File: config.mk
export PLATFORM = sky130hd
export DESIGN_NAME = rv_skid_buffer
export DESIGN_NICKNAME = d
export VERILOG_FILES = /design/src/rtl/rv_pkg.sv /design/src/rtl/rv_skid_buffer_mod_register.sv /design/src/rtl/rv_skid_buffer.sv
export SDC_FILE = /design/constraint.sdc
export NUM_CORES = 1
export LEC_CHECK = 0
export BUFFER_PORTS_ARGS = -buffer_cell sky130_fd_sc_hd__buf_2
export CORE_ASPECT_RATIO = 1.2
export CORE_UTILIZATION = 35
export DETAILED_ROUTE_END_ITERATION = 12
export GPL_ROUTABILITY_DRIVEN = 1
export GPL_TIMING_DRIVEN = 0
export PLACE_DENSITY = 0.65
export SYNTH_ARGS = -nofsm -noshare
export SYNTH_HDL_FRONTEND = slang
export SYNTH_SLANG_ARGS = --single-unit
File: constraint.sdc
create_clock -name clk -period 2.45 [get_ports clk]
set_clock_uncertainty 0.1 [all_clocks]
set_input_delay 0 -clock clk [delete_from_list [all_inputs] [get_ports clk]]
set_output_delay 0 -clock clk [all_outputs]
set_load 0.03 [all_outputs]
File: src/rtl/rv_pkg.sv
// Shared definitions for the ready/valid pipeline: the state encoding of the
// two-entry buffer and the width of its occupancy count.
package rv_pkg;

  localparam int COUNT_W = 2;

  typedef enum logic [1:0] {
    EMPTY = 2'd0,
    BUSY  = 2'd1,
    FULL  = 2'd2
  } rv_state_e;

  // Occupancy is the number of words held in each state
  function automatic logic [COUNT_W-1:0] state_count(input rv_state_e s);
    case (s)
      EMPTY:   return 2'd0;
      BUSY:    return 2'd1;
      FULL:    return 2'd2;
      default: return 2'd0;
    endcase
  endfunction

endpackage

File: src/rtl/rv_skid_buffer_mod_register.sv
// Plain data register with load enable; clears on synchronous active-low reset.
module mod_register #(
  parameter int WIDTH = 16
) (
  input  logic             clk,
  input  logic             rst,
  input  logic             en,
  input  logic [WIDTH-1:0] d,
  output logic [WIDTH-1:0] q
);

  logic [WIDTH-1:0] data_d;
  logic [WIDTH-1:0] data_q;

  always_comb begin
    data_d = en ? d : data_q;
  end

  always_ff @(posedge clk) begin
    if (!rst) begin
      data_q <= '0;
    end else begin
      data_q <= data_d;
    end
  end

  assign q = data_q;

endmodule

File: src/rtl/rv_skid_buffer.sv
// Two-entry skid buffer: registered in_ready, out_valid and out_data, so no
// combinational path crosses the block while full throughput is kept.
module rv_skid_buffer
  import rv_pkg::*;
#(
  parameter int WIDTH = 16
) (
  input  logic               clk,
  input  logic               rst,
  input  logic               in_valid,
  output logic               in_ready,
  input  logic [WIDTH-1:0]   in_data,
  output logic               out_valid,
  input  logic               out_ready,
  output logic [WIDTH-1:0]   out_data,
  output logic [COUNT_W-1:0] count
);

  rv_state_e        state_d, state_q;
  logic             in_ready_d, in_ready_q;
  logic             out_valid_d, out_valid_q;
  logic             main_en, main_from_skid, skid_en;
  logic [WIDTH-1:0] main_d, main_q, skid_q;
  logic             in_fire, out_fire;

  assign in_fire  = in_valid & in_ready_q;
  assign out_fire = out_valid_q & out_ready;

  always_comb begin
    state_d        = state_q;
    main_en        = 1'b0;
    main_from_skid = 1'b0;
    skid_en        = 1'b0;
    case (state_q)
      EMPTY: begin
        if (in_fire) begin
          main_en = 1'b1;
          state_d = BUSY;
        end
      end
      BUSY: begin
        if (in_fire && out_fire) begin
          main_en = 1'b1;
        end else if (in_fire) begin
          skid_en = 1'b1;
          state_d = FULL;
        end else if (out_fire) begin
          state_d = EMPTY;
        end
      end
      FULL: begin
        // Skid word moves up to the head once the consumer takes the old head
        if (out_fire) begin
          main_en        = 1'b1;
          main_from_skid = 1'b1;
          state_d        = BUSY;
        end
      end
      default: state_d = EMPTY;
    endcase
    main_d      = main_from_skid ? skid_q : in_data;
    in_ready_d  = (state_d != FULL);
    out_valid_d = (state_d != EMPTY);
  end

  always_ff @(posedge clk) begin
    if (!rst) begin
      state_q     <= EMPTY;
      in_ready_q  <= 1'b1;
      out_valid_q <= 1'b0;
    end else begin
      state_q     <= state_d;
      in_ready_q  <= in_ready_d;
      out_valid_q <= out_valid_d;
    end
  end

  mod_register #(.WIDTH(WIDTH)) u_main (
    .clk (clk),
    .rst (rst),
    .en  (main_en),
    .d   (main_d),
    .q   (main_q)
  );

  mod_register #(.WIDTH(WIDTH)) u_skid (
    .clk (clk),
    .rst (rst),
    .en  (skid_en),
    .d   (in_data),
    .q   (skid_q)
  );

  assign in_ready  = in_ready_q;
  assign out_valid = out_valid_q;
  assign out_data  = main_q;
  assign count     = state_count(state_q);

endmodule

==> results.md, run 1 <==
* Outcome: finished clean
* Mapped Cells at 147
* Die height at 76.4 µm
* Count of cell types in the netlist at 21
* Crit end category: register
* Endpoints failing setup at 0
* Via count at 1251
* Clk buf depth at 2
* Synthesized area per cell at 11.0 µm²
* Yosys warns at 0
* Synth Cell Area at 1610 µm²
* Critical path startpoint category: register
* CTS Sinks at 36
* Clk slew on worst S/H paths at 70 ps
* Worst hold start: rst
* Design area at 2120 µm²
* Yosys reg bits at 36
* Residual DRC at 0
* Total power at 1.45 mW
* R2R cell count at 6
* Filler cell count at 418
* Compound-gate portion of the synthesized area at 0.131
* Max FO, Critical Path at 10
* Synth Area in Adders at 0
* CP Class: reg -> reg
* IO buf count at 38
* Share of layout cells above drive strength 1 at 0.258
* Critical Path RT at 2530 ps
* Relative slew margins at 0.692
* Die ar. at 4890 µm²
* Post-Syn Nets at 167
* Largest net degree at the start of global routing at 11
* RSZ-0062 raised after global routing: false
* Setup TNS Final at 0 ps
* DIE WIDTH at 64.0 µm
* Antenna Cells at 0
* Post-route antenna net violation count at 0
* Dpl hpwl at 2.34 mm
* Simple-gate portion of the synthesized area at 0.160
* Core Area at 4330 µm²
* CTS buffer count at 5
* F_max at 628 MHz
* Initial DRC count at 39
* Total GRT Usage at 0.145
* Post-synthesis mux area share at 0.198
* LEAKAGE at 1.23 nW
* Hold Crit Class: in -> reg
* Xor and xnor area share after synthesis at 0
* Area delta synth->final at 31.6%
* WHS Endpoint: u_skid.q[0]
* Root Driver: clkbuf_8
* Pwr Density at 683 nW/µm²
* Final wirelength at 3.37 mm
* Starting Density at 0.373
* Nets at 228
* Routability cong. at 0.803
* Max_cap viols at 0
* Total congestion overflow at 0
* Data arrival, critical path at 1670 ps
* Fin crit share at 0.650
* Vias in the first global route at 1154
* Main combinational cell family by area after synthesis: multiplexers
* Slew @ Worst Pin at 463 ps
* Htree depth at 2
* Site Rows at 26
* Vias per cell at 4.72
* Slew Limit Fails at 0
* I/O Pins at 40
* Worst R2R Start: state_q[0]
* First-pass GRT wire length at 5.41 mm
* Worst reg-to-reg setup slack at 860 ps
* Hold path cells at 2
* Peak supply drop at 330 µV
* Wire length per cell at 12.7 µm
* Worst skew pair latency at 280 ps
* Post-Route Utilization at 0.491
* CTS tree: done
* Post-cts resize count at 0
* 1st-pass router iterations at 4
* Initial antenna violation count at 0
* Final Hold Fails at 0
* Sequential share of the synthesized area at 0.447
* Tmin final at 1590 ps
* R2R Path End: u_main.q[10]
* Placed Instance Area at 1870 µm²
worst max-delay path by stage:
stage                    start      endpoint  slack, ps  cells past startpoint
finish              state_q[0]  u_main.q[10]        860                      6
global route        state_q[0]   u_main.q[9]        770                      6
CTS                 state_q[0]  u_main.q[10]        840                      6
detailed placement  state_q[0]  u_main.q[10]        850                      6
global placement    state_q[0]   u_main.q[5]        870                      6
floorplan           state_q[1]      in_ready        860                      3
sequential cells by signal, indices dropped and copies added, names as in the netlist:
register / cells
out_valid: 1
state_q: 2
u_skid.q: 16
in_ready: 1
u_main.q: 16
synthesized netlist by cell type:
cell type	number	area, µm²
nand4bb_1	1	11.3
buf_12	2	40.0
and2b_1	1	7.51
mux2i_1	32	320
clkbuf_1	3	11.3
nand3_1	1	5.00
nand2_1	21	78.8
nand3_4	1	17.5
nor2b_1	17	106
o21a_1	2	15.0
nand4_1	1	6.26
and3b_2	1	10.0
or2_2	1	6.26
o211ai_4	1	21.3
o211a_1	16	160
nand4b_1	1	8.76
inv_1	1	3.75
a21oi_1	3	15.0
dfxtp_1	36	721
buf_1	1	3.75
buf_6	4	45.0
cells in the final DEF (no fill, tap or decap), types with 3 or more instances in the layout:
cell	n
nor2b_1	17
a21oi_1	3
buf_6	4
dfxtp_1	36
o211a_1	16
buf_2	38
nand2_1	21
dlygate4sd3_1	16
clkbuf_1	5
mux2i_1	32
clkbuf_8	6
per-stage QoR:
stage               setup slack (ps)  instances  hold WS, ps
floorplan                        856        147         66.2
global placement                 871        241          179
detailed placement               854        241          180
CTS                              841        265         3.87
global route                     767        265         50.2
finish                           857        265         16.3
final cells by class:
cell class              count  area (µm²)  area share
plain buffers              10         100      0.0471
clock buffers               8        90.1      0.0424
inverters                   1        3.75     0.00177
multi-input cells         100         790       0.372
flip-flops and latches     36         721       0.339
well taps                  56        70.1      0.0330
repair buffers             54         350       0.165
repair_timing:
| action | CTS | global route |
|---|---|---|
| setup endpoints to repair | 0 | 0 |
| buffers inserted | 0 | 0 |
| hold endpoints to repair | 32 | 0 |
| hold buffers | 16 | 0 |
logic make-up after synthesis:
logic type | Yosys count
and+or+nand+nor | 46
DFF | 36
muxes | 32
AOI/OAI and AO/OA | 22
buffers and inverters | 11
worst max-delay path, cell delays in order, from the launching register on:
cell and delay [ps]:
dfxtp_1 480, nand4b_1 170, buf_6 190, buf_12 160, mux2i_1 180, nand2_1 80, o211a_1 120
routing by layer:
metal,global-route usage,part of all wire,vias to the layer above
li1,-,-,637
met1,0.177,0.47,585
met2,0.241,0.48,25
met3,0.0314,0.033,4
met4,0.0614,0.015,0
met5,0,0,-
report_power, final:
| group | switching, mW | leakage [nW] | internal [mW] |
|---|---|---|---|
| combinational | 0.198 | 0.894 | 0.150 |
| sequential | 0.0353 | 0.295 | 0.640 |
| clock | 0.199 | 0.0455 | 0.229 |
| total | 0.432 | 1.24 | 1.02 |
Power figures use the tool's default switching activity.
==> inputs of run 2 (changes only) <==
--- a/config.mk
+++ b/config.mk
@@ -5,13 +5,14 @@
 export SDC_FILE = /design/constraint.sdc
 export NUM_CORES = 1
 export LEC_CHECK = 0
+export ABC_AREA = 1
 export BUFFER_PORTS_ARGS = -buffer_cell sky130_fd_sc_hd__buf_2
 export CORE_ASPECT_RATIO = 1.2
 export CORE_UTILIZATION = 35
 export DETAILED_ROUTE_END_ITERATION = 12
 export GPL_ROUTABILITY_DRIVEN = 1
 export GPL_TIMING_DRIVEN = 0
-export PLACE_DENSITY = 0.65
+export PLACE_DENSITY = 0.67
 export SYNTH_ARGS = -nofsm -noshare
 export SYNTH_HDL_FRONTEND = slang
 export SYNTH_SLANG_ARGS = --single-unit
==> constraint.sdc (replaced) <==
create_clock -name clk -period 1.4 [get_ports clk]
set_clock_uncertainty 0.1 [all_clocks]
set_input_delay 0 -clock clk [delete_from_list [all_inputs] [get_ports clk]]
set_output_delay 0 -clock clk [all_outputs]
set_load 0.03 [all_outputs]
==> run 2 against run 1 <==
Against the previous run: sequential power increased by 94%; combinational power grew to 3.1 times the previous value; largest cell class unchanged; non-clock buffer count grew 8; final area rose by 6.8%; utilization increased by 0.64 points.
==> results.md, run 2 <==
* Outcome: finished clean
* Sequential share of the synthesized area at 0.433 (-0.0131)
* Share of layout cells above drive strength 1 at 0.284 (+0.0255)
* RSZ-0062 raised after global routing: true
* Slew @ Worst Pin at 461 ps (-1.83 ps)
* Top Family by Delay on Critical Path: simple AND/OR/NAND/NOR gates
* IO buf count at 39 (+2.6%)
* Synth top area share at 0.433 (-0.0131)
* Largest net degree at the start of global routing at 12 (+1)
* Nets at 336 (+47%)
* Dominant cell by count in the synthesized netlist: nand2_1
* I/O Pins at 40 (unchanged)
* Worst skew pair latency at 290 ps (about the same)
* Most frequent cells in the layout: 84 x nand2_1, 54 x nor2_1, 39 x buf_2
* Routability cong. at 0.786 (-2.2%)
* Final Hold Fails at 0 (unchanged)
* Count of cell types in the netlist at 19 (-9.5%)
* DIE WIDTH at 64.9 µm (+1.5%)
* Simple-gate portion of the synthesized area at 0.408 (+0.248)
* Mapped Cells at 247 (+68%)
* Wire length per cell at 10.2 µm (-20%)
* Switch Pwr at 1.15 mW (+170%)
* Residual DRC at 0 (unchanged)
* Synth Area in Adders at 0 (unchanged)
* 1st-pass router iterations at 5 (+1)
* Vias per cell at 4.26 (-9.8%)
* Met3 Use GR at 0.0368 (+0.00533)
* Crit end category: register
* Comb power frac at 0.339 (+0.100)
* Post-route antenna net violation count at 0 (unchanged)
* CTS buffer count at 5 (unchanged)
* Data arrival, critical path at 1440 ps (-230 ps)
* Clock Power Share at 0.244 (-0.051)
* Dpl hpwl at 2.56 mm (+9.3%)
* Area leader, netlist: dfxtp_1
* Root Driver: clkbuf_8
* Met2 Use GR at 0.281 (+0.0398)
* Clk slew on worst S/H paths at 70 ps (about the same)
* Tmin final at 1360 ps (-235 ps)
* F_max at 736 MHz (+17%)
* Vias in the first global route at 1513 (+31%)
* Top post-synthesis cells by area: dfxtp_1 43%, nand2_1 19%, nor2_1 13%, inv_1 4.1%, nor2_2 3.8%
* Ys flop type: dfxtp_1
* Most common cell after layout, fill and taps aside: nand2_1
* Via count at 1596 (+28%)
* Synthesized area per cell at 6.73 µm² (-39%)
* CP max stage delay at 360 ps (-120 ps)
* Total GRT Usage at 0.174 (+0.0297)
* CP bufs+invs at 3 (+1)
* Endpoints failing setup at 0 (unchanged)
* Area delta synth->final at 36.4%
* Max FO, Critical Path at 4 (-6)
* First-pass GRT wire length at 6.76 mm (+25%)
* Total power at 3.14 mW (+120%)
* Antenna Cells at 0 (unchanged)
* Die height at 77.5 µm (+1.5%)
* Sw Ratio at 0.366 (+0.0686)
* Relative slew margins at 0.693 (+0.00122)
* Compound-gate portion of the synthesized area at 0.0542 (-0.0768)
* CP Class: reg -> reg
* Post-synth EDFFs at 0 (unchanged)
* Critical path startpoint category: register
* Htree depth at 2 (unchanged)
* GR Util met1 at 0.214 (+0.0377)
* Critical Path RT at 1480 ps (-1050 ps)
* Total congestion overflow at 0 (unchanged)
* Post-synthesis mux area share at 0 (-0.198)
* Final wirelength at 3.83 mm (+14%)
* LEAKAGE at 1.21 nW (-1.7%)
* Xor and xnor area share after synthesis at 0.00527 (+0.00527)
* Hold_ws at 52.7 ps (+36.4 ps)
* Main combinational cell family by area after synthesis: simple AND/OR/NAND/NOR gates
* Gr busiest metal: met2
* Core Area at 4560 µm² (+5.4%)
* Peak supply drop at 580 µV (+76%)
* Site Rows at 27 (+3.8%)
* Die ar. at 5030 µm² (+2.9%)
* CTS tree: done
* Yosys reg bits at 36 (unchanged)
* Critical path's slowest cell: dfxtp_2
* CTS Sinks at 36 (unchanged)
* Pwr Density at 1380 nW/µm² (+100%)
* Max_cap viols at 0 (unchanged)
* Initial antenna violation count at 0 (unchanged)
* Async set-reset flop share out of synthesis at 0 (unchanged)
* Yosys warns at 0 (unchanged)
* CP Cell Sequence: inv_2 -> nor2_4 -> nand2_4 -> buf_4 -> buf_4 -> nand2_1 -> nand2_1 -> nor2_1 -> nor2_1
* Clk buf depth at 2 (unchanged)
* Fin crit share at 0.970 (+0.320)
* Synth Cell Area at 1660 µm² (+3.0%)
* Post-Syn Nets at 267 (+60%)
* Starting Density at 0.365 (-0.00844)
* Commonest cells post-synth: 84 x nand2_1, 56 x nor2_1, 36 x dfxtp_1, 18 x inv_1
* Slew Limit Fails at 0 (unchanged)
* Hold Crit Class: in -> reg
* Initial DRC count at 65 (+67%)
* Seq pwr share at 0.417 (-0.049)
* Int Pwr at 1.99 mW (+95%)
run 2: changes by cell type after synthesis, moves of 16 or more:
cell	delta
o211a_1	-16
nand2_1	+63
nor2_1	+56
nor2b_1	-17
mux2i_1	-32
inv_1	+17
run 2: path summary, 6_finish.rpt:
| kind | end | startpoint | slack, ps | depth (start not counted) |
|---|---|---|---|---|
| worst max-delay path | u_main.q[12] | state_q[1] | 40 | 9 |
| worst max register to register | u_main.q[12] | state_q[1] | 40 | 9 |
| worst min register to register | u_skid.q[8] | u_skid.q[8] | 400 | 2 |
| worst min-delay path | state_q[0] | in_valid | 50 | 6 |
run 2: power by group through the flow:
stage,Clock (mW),Sequential [mW],Combinational [mW]
finish,0.765,1.31,1.06
global route,0.845,1.33,1.19
CTS,0.789,1.30,1.04
detailed placement,0,1.32,0.989
global placement,0,1.32,0.981
floorplan,0,1.52,0.541
run 2: layer usage:
layer  part of all wire  wire, µm
met1               0.46      1770
met5                  0         0
met3              0.033       125
met4              0.018        70
met2               0.49      1860
run 2: cell type report:
type | count | area, µm²
Inverter | 22 | 85.1
Tap cell | 58 | 72.6
Multi-Input combinational cell | 179 | 792
Timing Repair Buffer | 62 | 410
Clock buffer | 6 | 82.6
Sequential cell | 36 | 726
Fill cell | 489 | 2290
Buffer | 10 | 90.1
Clock inverter | 2 | 10.0
run 2: cells by family after synthesis:
logic type | count (synthesis)
and+or+nand+nor | 160
AOI/OAI and AO/OA | 18
buffers and inverters | 32
DFF | 36
xor gates and xnor gates | 1
run 2: what timing repair did:
action / CTS / global route
hold buffers: 17 / 0
gates resized for setup: 0 / 9
setup buffers: 2 / 4
hold endpoints to repair: 35 / 0
pin swaps: 2 / 4
setup endpoints to repair: 10 / 30
run 2: worst reg2reg max path, cell delays in order, from the launching register on:
cell     delay, ps
dfxtp_2        360
inv_2           70
nor2_4         130
nand2_4         70
buf_4          150
buf_4          130
nand2_1         50
nand2_1         50
nor2_1         100
nor2_1          50
run 2: metrics by stage:
step | cells | cell area (µm²) | setup slack [ps] | TNS (ps) | utilization
floorplan | 247 | 1670 | 11.2 | 0 | -
global placement | 344 | 1930 | 11.1 | 0 | 0.424
detailed placement | 344 | 1930 | -3.33 | -4.73 | 0.424
CTS | 371 | 2210 | 22.7 | 0 | 0.485
global route | 375 | 2270 | -27.6 | -41.8 | 0.497
finish | 375 | 2270 | 41.8 | 0 | 0.497
